`config.mk`:
```
export PLATFORM = sky130hd
export DESIGN_NAME = sldma350_trig_arb
export DESIGN_NICKNAME = d
export VERILOG_FILES = /design/src/rtl/sldma350_trig_arb_pkg.sv /design/src/rtl/sldma350_rr_arb.sv /design/src/rtl/sldma350_trig_arb.sv
export SDC_FILE = /design/constraint.sdc
export NUM_CORES = 1
export LEC_CHECK = 0
export BUFFER_PORTS_ARGS = -buffer_cell sky130_fd_sc_hd__buf_2
export CORE_MARGIN = 5
export CORE_UTILIZATION = 59
export DETAILED_ROUTE_END_ITERATION = 16
export PLACE_DENSITY_LB_ADDON = 0.12
export SLEW_MARGIN = 20
export SYNTH_ARGS = -nofsm -noshare
export SYNTH_HDL_FRONTEND = slang
export SYNTH_HIERARCHICAL = 1
export SYNTH_SLANG_ARGS = --single-unit
```
`constraint.sdc`:
```
create_clock -name SYS_HCLK -period 6.1 [get_ports SYS_HCLK]
set_input_delay 1.22 -clock SYS_HCLK [delete_from_list [all_inputs] [get_ports SYS_HCLK]]
set_output_delay 1.22 -clock SYS_HCLK [all_outputs]
set_load 0.02 [all_outputs]
```
`src/rtl/sldma350_trig_arb_pkg.sv`:
```
// Shared definitions for the SLDMA350 trigger front-end: DMAC ack/req type codes,
// FSM state encoding and the ack-type decoder.
package sldma350_trig_arb_pkg;

    localparam logic [1:0] ACK_OK    = 2'b00;
    localparam logic [1:0] ACK_DENY  = 2'b01;
    localparam logic [1:0] ACK_FLUSH = 2'b10;

    typedef enum logic [1:0] {
        ST_IDLE   = 2'd0,
        ST_REQ    = 2'd1,
        ST_ACKLOW = 2'd2
    } state_t;

    typedef struct packed {
        logic deny;   // report through SRC_DENY instead of SRC_DONE
        logic flush;  // clear the pending count instead of decrementing it
    } ack_dec_t;

    // The reserved code 2'b11 falls through as a plain accept.
    function automatic ack_dec_t decode_ack(input logic [1:0] ack_type);
        ack_dec_t d;
        d.deny  = (ack_type == ACK_DENY) || (ack_type == ACK_FLUSH);
        d.flush = (ack_type == ACK_FLUSH);
        return d;
    endfunction

endpackage

```
`src/rtl/sldma350_rr_arb.sv`:
```
// Combinational round-robin arbiter: first asserted request at or after ptr,
// wrapping from NUM_SRC-1 back to 0.
module sldma350_rr_arb #(
    parameter int NUM_SRC = 4,
    parameter int IDX_W   = 2
) (
    input  logic [NUM_SRC-1:0] req,
    input  logic [IDX_W-1:0]   ptr,
    output logic [NUM_SRC-1:0] grant,
    output logic [IDX_W-1:0]   idx,
    output logic               valid
);

    int               cand;
    logic [IDX_W-1:0] sel;

    // NOTE: every output gets a default before the search loop, so no path leaves a latch.
    always_comb begin
        grant = '0;
        idx   = '0;
        valid = 1'b0;
        cand  = 0;
        sel   = '0;
        for (int off = 0; off < NUM_SRC; off++) begin
            cand = int'(ptr) + off;
            if (cand >= NUM_SRC) cand = cand - NUM_SRC;
            sel = IDX_W'(cand);
            if (!valid && req[sel]) begin
                valid      = 1'b1;
                idx        = sel;
                grant[sel] = 1'b1;
            end
        end
    end

endmodule

```
`src/rtl/sldma350_trig_arb.sv`:
```
// Trigger front-end for one DMAC trig_in port: per-source pending counters, round-robin
// source selection and the four-phase req/ack handshake with per-source done/deny pulses.
module sldma350_trig_arb
    import sldma350_trig_arb_pkg::*;
#(
    parameter int NUM_SRC = 4,
    parameter int CNT_W   = 4
) (
    input  logic                   SYS_HCLK,
    input  logic                   SYS_HRESETn,
    input  logic [NUM_SRC-1:0]     SRC_PULSE,
    input  logic [NUM_SRC-1:0]     SRC_EN,
    input  logic [2*NUM_SRC-1:0]   SRC_TYPE,
    input  logic [NUM_SRC-1:0]     OVF_CLR,
    output logic                   TRIG_REQ,
    output logic [1:0]             TRIG_REQ_TYPE,
    input  logic                   TRIG_ACK,
    input  logic [1:0]             TRIG_ACK_TYPE,
    output logic [NUM_SRC-1:0]     SRC_DONE,
    output logic [NUM_SRC-1:0]     SRC_DENY,
    output logic [NUM_SRC-1:0]     SRC_OVF,
    output logic                   BUSY
);

    localparam int               IDX_W   = (NUM_SRC > 1) ? $clog2(NUM_SRC) : 1;
    localparam logic [CNT_W-1:0] CNT_MAX = '1;

    state_t             state, state_next;
    logic [CNT_W-1:0]   cnt [NUM_SRC];
    logic [NUM_SRC-1:0] pending, inc, dec, ovf_set, ovf_q;
    logic [NUM_SRC-1:0] arb_grant, grant_oh, done_q, deny_q;
    logic [IDX_W-1:0]   arb_idx, grant_idx, rr_ptr;
    logic [1:0]         type_sel, req_type_q;
    logic               arb_valid, grant_load, ack_fire;
    ack_dec_t           ack_dec;

    assign ack_fire = (state == ST_REQ) && TRIG_ACK;
    assign ack_dec  = decode_ack(TRIG_ACK_TYPE);

    always_comb begin
        pending  = '0;
        inc      = '0;
        dec      = '0;
        ovf_set  = '0;
        type_sel = '0;
        for (int i = 0; i < NUM_SRC; i++) begin
            pending[i] = (cnt[i] != '0);
            inc[i]     = SRC_PULSE[i] & SRC_EN[i];
            dec[i]     = ack_fire & grant_oh[i];
            ovf_set[i] = inc[i] & ~dec[i] & (cnt[i] == CNT_MAX);
            if (arb_grant[i]) type_sel = type_sel | SRC_TYPE[2*i +: 2];
        end
    end

    sldma350_rr_arb #(
        .NUM_SRC (NUM_SRC),
        .IDX_W   (IDX_W)
    ) u_rr_arb (
        .req   (pending),
        .ptr   (rr_ptr),
        .grant (arb_grant),
        .idx   (arb_idx),
        .valid (arb_valid)
    );

    // NOTE: the counter array is a handful of flops, not RAM, so it is reset like any other state.
    always_ff @(posedge SYS_HCLK or negedge SYS_HRESETn) begin
        if (!SYS_HRESETn) begin
            for (int i = 0; i < NUM_SRC; i++) cnt[i] <= '0;
            ovf_q <= '0;
        end else begin
            for (int i = 0; i < NUM_SRC; i++) begin
                if (!SRC_EN[i] || (dec[i] && ack_dec.flush))
                    cnt[i] <= '0;
                else if (inc[i] && !dec[i] && (cnt[i] != CNT_MAX))
                    cnt[i] <= cnt[i] + 1'b1;
                else if (dec[i] && !inc[i] && (cnt[i] != '0))
                    cnt[i] <= cnt[i] - 1'b1;
            end
            ovf_q <= (ovf_q & ~OVF_CLR) | ovf_set;
        end
    end

    // An ack still high from a previous handshake (or a misbehaving DMAC) blocks a new grant.
    always_comb begin
        state_next = state;
        grant_load = 1'b0;
        case (state)
            ST_IDLE: begin
                if (arb_valid && !TRIG_ACK) begin
                    state_next = ST_REQ;
                    grant_load = 1'b1;
                end
            end
            ST_REQ:    if (TRIG_ACK)  state_next = ST_ACKLOW;
            ST_ACKLOW: if (!TRIG_ACK) state_next = ST_IDLE;
            default:   state_next = ST_IDLE;
        endcase
    end

    // NOTE: all sequential state uses non-blocking assignments so every flop samples pre-edge values.
    always_ff @(posedge SYS_HCLK or negedge SYS_HRESETn) begin
        if (!SYS_HRESETn) begin
            state      <= ST_IDLE;
            grant_oh   <= '0;
            grant_idx  <= '0;
            req_type_q <= '0;
            rr_ptr     <= '0;
            done_q     <= '0;
            deny_q     <= '0;
        end else begin
            state <= state_next;
            if (grant_load) begin
                grant_oh   <= arb_grant;
                grant_idx  <= arb_idx;
                req_type_q <= type_sel;
            end
            done_q <= (ack_fire && !ack_dec.deny) ? grant_oh : '0;
            deny_q <= (ack_fire &&  ack_dec.deny) ? grant_oh : '0;
            if (ack_fire)
                rr_ptr <= (grant_idx == IDX_W'(NUM_SRC - 1)) ? '0 : grant_idx + 1'b1;
        end
    end

    // Decoded straight from the state register so reset drops the request without waiting for a clock.
    assign TRIG_REQ      = (state == ST_REQ);
    assign TRIG_REQ_TYPE = (state == ST_REQ) ? req_type_q : 2'b00;
    assign BUSY          = (state != ST_IDLE);
    assign SRC_DONE      = done_q;
    assign SRC_DENY      = deny_q;
    assign SRC_OVF       = ovf_q;

endmodule

```
==> results of run 1 <==
[Yosys cell counts, types with 5 or more instances]
library cell	n	share of area [%]
dfrtp_1	40	37
inv_1	29	4.0
nor2_1	16	2.2
ha_1	15	6.9
a22oi_1	12	3.3
o21ai_0	10	1.8
nand2_1	9	1.2
a21o_1	8	2.2
o22ai_1	7	1.6
a21oi_1	6	1.1
xor2_1	6	1.9
mux2_1	5	2.1
mux2i_1	5	1.8
nand3_1	5	0.92
[metal layers]
layer / vias to the layer above / routed length, µm / GRT usage [%]
met1: 1022 / 2560 / 26.8
li1: 1023 / - / -
met2: 49 / 2660 / 31.2
met5: - / 0 / 0
met4: 0 / 70 / 5.15
met3: 7 / 267 / 4.17
[state kept, by name (all words and copies together) (netlist names)]
name        flops
state           2
SRC_DENY        4
grant_idx       2
SRC_OVF         4
grant_oh        4
SRC_DONE        4
rr_ptr          2
cnt            16
req_type_q      2
[through the flow]
step | instance area (µm²) | setup WS, ns | total power [mW]
floorplan | 2710 | 3.07 | 0.989
global placement | 2930 | 2.95 | 1.10
detailed placement | 2930 | 2.91 | 1.11
CTS | 3030 | 3.13 | 1.31
global route | 3030 | 2.90 | 1.41
finish | 3030 | 3.15 | 1.30
[logic make-up after synthesis]
kind of cell	count (synthesis)	synth area share (%)
compound gates	65	16.8
xor+xnor	9	2.91
fa+ha+maj	19	9.88
buf+inv	35	5.72
flops	40	36.9
mux	17	8.77
simple gates	70	19.0
[report_power, final]
part / switching, mW / total [mW] / leakage, nW / internal [mW]
clock network: 0.0913 / 0.192 / 0.0503 / 0.101
logic: 0.367 / 0.687 / 0.927 / 0.320
registers: 0.0928 / 0.424 / 0.525 / 0.331
[cell usage in the layout (no fill, tap or decap), drive strengths merged, types with 3 or more instances in the layout]
cell,count
dfrtp,40
buf,40
inv,29
nor2,16
ha,15
o21ai,15
a22oi,12
nand2,9
a21o,8
mux2,8
o22ai,7
clkbuf,7
a21oi,6
xor2,6
nand3,5
mux2i,5
nor4,5
nand4b,5
nand4,4
and3,4
fa,4
nor3b,4
mux4,4
nor2b,3
o211ai,3
xnor2,3
[area by class of cell]
cell class / instances / area [µm²]
multi-input cells: 180 / 1560
well taps: 52 / 65.1
flip-flops and latches: 40 / 1000
fillers: 355 / 1390
repair buffers: 40 / 200
inverters: 29 / 109
clock buffers: 7 / 96.3
[path summary, 6_finish.rpt]
kind,from,end,cells after the start
max,rr_ptr[0],grant_idx[0],7
min,grant_idx[1],grant_idx[1],1
max reg2reg,rr_ptr[0],grant_idx[0],7
min reg2reg,grant_idx[1],grant_idx[1],1
max in group asynchronous,SYS_HRESETn,cnt[7],1
min in group asynchronous,SYS_HRESETn,SRC_DENY[2],1
==> impl_metrics.csv, run 1 <==
group,metric,value,unit
detailed_routing,vias,2101,
sta,post-route-period-util,48.3,%
clock_network,cts_hold_buffers,0,
detailed_routing,vias_per_cell,6.04,
die,dieArea,0.00605,mm²
logic_synthesis,ys_warn_count,6,
setup_path,path_cells,"inv_1 > ha_1 > mux4_2 > nor3_1 > nand2b_1 > nor3b_2 > mux2_2",
clock_network,clk_pin_slew,0.08,ns
grt,grt_pass1_wl,9.52,mm
sta,fin_setup_tns,0,ns
clock_network,cts_tree,"built",
finish,antenna_cells,0,
finish,final_cells,348,
die,placementRows,24,
clock_network,post_cts_buffers,0,
power_and_ir_drop,peakVddDrop,0.000214,V
logic_synthesis,ys.flop_type,"dfrtp_1",
logic_synthesis,syn_nets,299,
die,core-area,0.00441,mm²
sta,max_freq,0.340,GHz
logic_synthesis,synthesis.area,0.00271,mm²
detailed_routing,dr.first_iter.drc_count,111,
detailed_routing,wl,5.56,mm
job,cap_violations,0,
place,dp.cells,341,
status,status,"finished clean",
logic_synthesis,yosysUniqueCellTypes,59,
setup_path,critPathSlowestCell,"dfrtp_1",
logic_synthesis,synthArstFlopShare,100,%
logic_synthesis,synth_edf_count,0,
hold_path,hold_path_class,"reg2reg",
grt,grt_max_degree,41,
detailed_routing,drt.antenna.violating_nets,0,
clock_network,ctsResizeCount,0,
finish,syn_to_final_growth,11.6,%
clock_network,clockBufferDepth,2,
setup_path,crit_path_max_incr_delay,0.69,ns
setup_path,startpoint_type,"flop",
setup_path,crit_required,6.28,ns
sta,hold_violations,0,
place,finalWeightedCongestion,0.786,
setup_path,cp_max_fo,14,
clock_network,htreeDepth,2,
place,dpl.hpwl,4.15,mm
clock_network,cts_buffers,5,
setup_path,rrSetupSlack,3.15,ns
detailed_routing,wire_per_inst,16.0,µm
clock_network,cts_root_buffer,"clkbuf_8",
logic_synthesis,ys_seq_elements,40,
detailed_routing,firstDrtPassIters,4,
power_and_ir_drop,power_density,430,mW/mm²
grt,grt_pass1_vias,1957,
die,start_util,61.4,%
grt,gr-usage-all-layers,19.5,%
sta,finalMaxSlewViolations,0,
place,io_buffers,40,
setup_path,cp-end-kind,"flop",
logic_synthesis,seq_area_frac_synth,36.9,%
die,die_w,77.8,µm
logic_synthesis,syn_inst,255,
sta,relSlewSlack,39.2,%
grt,gr-total-overflow,0,
die,die_h,77.8,µm
logic_synthesis,avgSynthCellArea,10.6,µm²
finish,final_util,68.6,%
sta,grt_setup_unrepaired,"false",
setup_path,critPathTopFamily,"simple AND/OR/NAND/NOR gates",
sta,whs,0.495,ns
power_and_ir_drop,total_leakage_power,1.50,nW
finish,fin_nets,340,
detailed_routing,route.detailed.drc,0,
sta,min_period,2.95,ns
sta,worst_slew_pin_slew,0.913,ns
sta,finalClockSkew,0.00735,ns
die,boundaryPins,41,
clock_network,cts_sinks,40,
clock_network,clk-insertion-delay-late,0.29,ns
setup_path,crit_type,"reg2reg",
setup_path,path_buf_inv,1,
setup_path,arrival,3.13,ns
finish,drive_above_1_share,24.0,%
grt,antenna_found_initial,0,
sta,setup_viol,0,
Power figures use the tool's default switching activity.
==> inputs of run 2 (changes only) <==
--- a/config.mk
+++ b/config.mk
@@ -7,7 +7,7 @@
 export LEC_CHECK = 0
 export BUFFER_PORTS_ARGS = -buffer_cell sky130_fd_sc_hd__buf_2
 export CORE_MARGIN = 5
-export CORE_UTILIZATION = 59
+export CORE_UTILIZATION = 52
 export DETAILED_ROUTE_END_ITERATION = 16
 export PLACE_DENSITY_LB_ADDON = 0.12
 export SLEW_MARGIN = 20
==> constraint.sdc (replaced) <==
create_clock -name SYS_HCLK -period 2.4 [get_ports SYS_HCLK]
set_input_delay 0.48 -clock SYS_HCLK [delete_from_list [all_inputs] [get_ports SYS_HCLK]]
set_output_delay 0.48 -clock SYS_HCLK [all_outputs]
set_load 0.02 [all_outputs]
==> run 2 against run 1 <==
  * Clock skew grew 0.0023 ns
  * The flow now finishes with violations (setup timing)
  * Highest routed layer unchanged
  * Hold slack got worse by 0.27 ns
  * Critical endpoint is now grant_idx[1]
  * First-iteration DRC count decreased by 39%
  * Count of clock-buffer cells in the layout decreased by 2
  * Sequential cell count unchanged
  * Total power increased to 3.1 times the previous value
  * Sequential power grew 130%
==> impl_metrics.csv, run 2 (synthesis results as in run 1) <==
group,metric,value,unit
sta,max_freq,0.383,GHz
finish,antenna_cells,0,
grt,grt_pass1_vias,2281,
die,core-area,0.00507,mm²
finish,final_cells,412,
setup_path,startpoint_type,"flop",
sta,finalClockSkew,0.00967,ns
setup_path,cp_max_fo,5,
sta,finalMaxSlewViolations,0,
status,violations,"setup timing",
detailed_routing,wl,6.16,mm
sta,setup_viol,9,
clock_network,htreeDepth,2,
clock_network,cts_tree,"built",
die,dieArea,0.00676,mm²
setup_path,crit_type,"reg2reg",
sta,post-route-period-util,109,%
sta,worst_slew_pin_slew,0.517,ns
die,placementRows,26,
status,status,"complete, but fails checks",
setup_path,reg2reg_depth,6,
clock_network,cts_root_buffer,"clkbuf_8",
clock_network,clockBufferDepth,2,
finish,fin_nets,385,
sta,hold_violations,0,
sta,min_period,2.61,ns
sta,relSlewSlack,65.6,%
setup_path,crit_path_max_incr_delay,0.56,ns
grt,gr-usage-all-layers,20.5,%
power_and_ir_drop,finalPower,4.00,mW
finish,largest_register,"cnt",
place,dpl.hpwl,4.80,mm
detailed_routing,drt.antenna.violating_nets,0,
clock_network,cts_sinks,40,
finish,seq_area,0.00100,mm²
setup_path,path_buf_inv,0,
setup_path,cp.depth,6,
finish,drive_above_1_share,37.1,%
sta,worst_slack,-0.209,ns
place,finalWeightedCongestion,0.803,
finish,syn_to_final_growth,26.9,%
setup_path,arrival,2.80,ns
clock_network,cts_buffers,5,
die,boundaryPins,41,
detailed_routing,wire_per_inst,15.0,µm
grt,antenna_found_initial,0,
finish,largest_reg_flops,16,
place,io_buffers,40,
detailed_routing,vias_per_cell,5.41,
detailed_routing,route.detailed.drc,0,
setup_path,critPathTopFamily,"simple AND/OR/NAND/NOR gates",
die,die_w,82.2,µm
power_and_ir_drop,power_density,1160,mW/mm²
hold_path,hold_path_class,"in2async",
detailed_routing,dr.first_iter.drc_count,68,
grt,gr-total-overflow,0,
power_and_ir_drop,total_leakage_power,1.74,nW
setup_path,crit_required,2.59,ns
setup_path,critPathSlowestCell,"mux4_2",
finish,multiInputGateArea,0.00159,mm²
place,dp.cells,399,
job,cap_violations,0,
finish,nFillCells,434,
finish,layout_commonest_cell,"buf_4",
grt,grt_pass1_wl,10.6,mm
clock_network,clk-insertion-delay-late,0.31,ns
setup_path,path_cells,"or4_4 > mux4_2 > nor4b_4 > nor2_1 > a32o_1 > mux2_4",
finish,most-common-layout-cells,"buf_4 (45), buf_2 (40), dfrtp_1 (38)",
sta,grt_setup_unrepaired,"true",
setup_path,cp-end-kind,"flop",
die,start_util,53.4,%
detailed_routing,vias,2229,
clock_network,clk_pin_slew,0.08,ns
clock_network,cts_hold_buffers,0,
detailed_routing,firstDrtPassIters,4,
grt,grt_max_degree,41,
power_and_ir_drop,peakVddDrop,0.000619,V
die,die_h,82.2,µm
run 2: cell types whose count changed in the layout (fill, tap and decap cells not counted), sizes merged:
cell	change
buf	+45
clkbuf	-2
clkinv	+2
bufinv	+1
run 2: repair_timing:
action,in CTS,in global routing
buffers inserted,4,1
gates cloned,0,0
pin swaps,9,2
gates resized for setup,6,4
setup endpoints to repair,9,11
run 2: routing by layer:
| layer | track usage [%] | part of all wire, % |
|---|---|---|
| met5 | 0 | 0 |
| met4 | 4.49 | 0.96 |
| met1 | 28.3 | 46 |
| met2 | 32.3 | 49 |
| met3 | 5.64 | 4.2 |
run 2: final timing paths:
| kind | start | endpoint | slack [ns] |
|---|---|---|---|
| worst max-delay path | cnt[5] | grant_idx[1] | -0.21 |
| min in group SYS_HCLK | OVF_CLR[0] | SRC_OVF[0] | 0.35 |
| worst min-delay path | SYS_HRESETn | cnt[10] | 0.22 |
| worst max register to register | cnt[5] | grant_idx[1] | -0.21 |
| worst min register to register | grant_idx[0] | rr_ptr[0] | 0.51 |
| max in group asynchronous | SYS_HRESETn | state[0] | 1.80 |
run 2: cell type report:
cell class              instances  share of cell area [%]
clock buffers                   5                    2.00
well taps                      70                    2.55
clock inverters                 3                    1.38
inverters                      29                    3.16
multi-input cells             180                    46.1
flip-flops and latches         40                    29.2
repair buffers                 85                    15.6
run 2: report_power, final:
| part | leakage (nW) | switching (mW) | internal [mW] |
|---|---|---|---|
| sequential | 0.522 | 0.138 | 0.847 |
| combinational | 1.16 | 1.21 | 1.24 |
| clock | 0.0583 | 0.260 | 0.313 |
| total | 1.74 | 1.60 | 2.40 |
run 2: stage by stage:
stage | util, % | setup WS [ns] | hold slack (ns) | instance area, µm² | TNS [ns]
2_1_floorplan | - | -0.158 | 0.184 | 2740 | -1.01
3_3_place_gp | 64.5 | -0.171 | 0.494 | 3280 | -1.08
3_5_place_dp | 64.5 | -0.277 | 0.500 | 3280 | -1.61
4_1_cts | 67.5 | -0.177 | 0.245 | 3420 | -1.38
5_1_grt | 67.8 | -0.328 | 0.264 | 3440 | -2.24
6_report | 67.8 | -0.209 | 0.224 | 3440 | -1.48
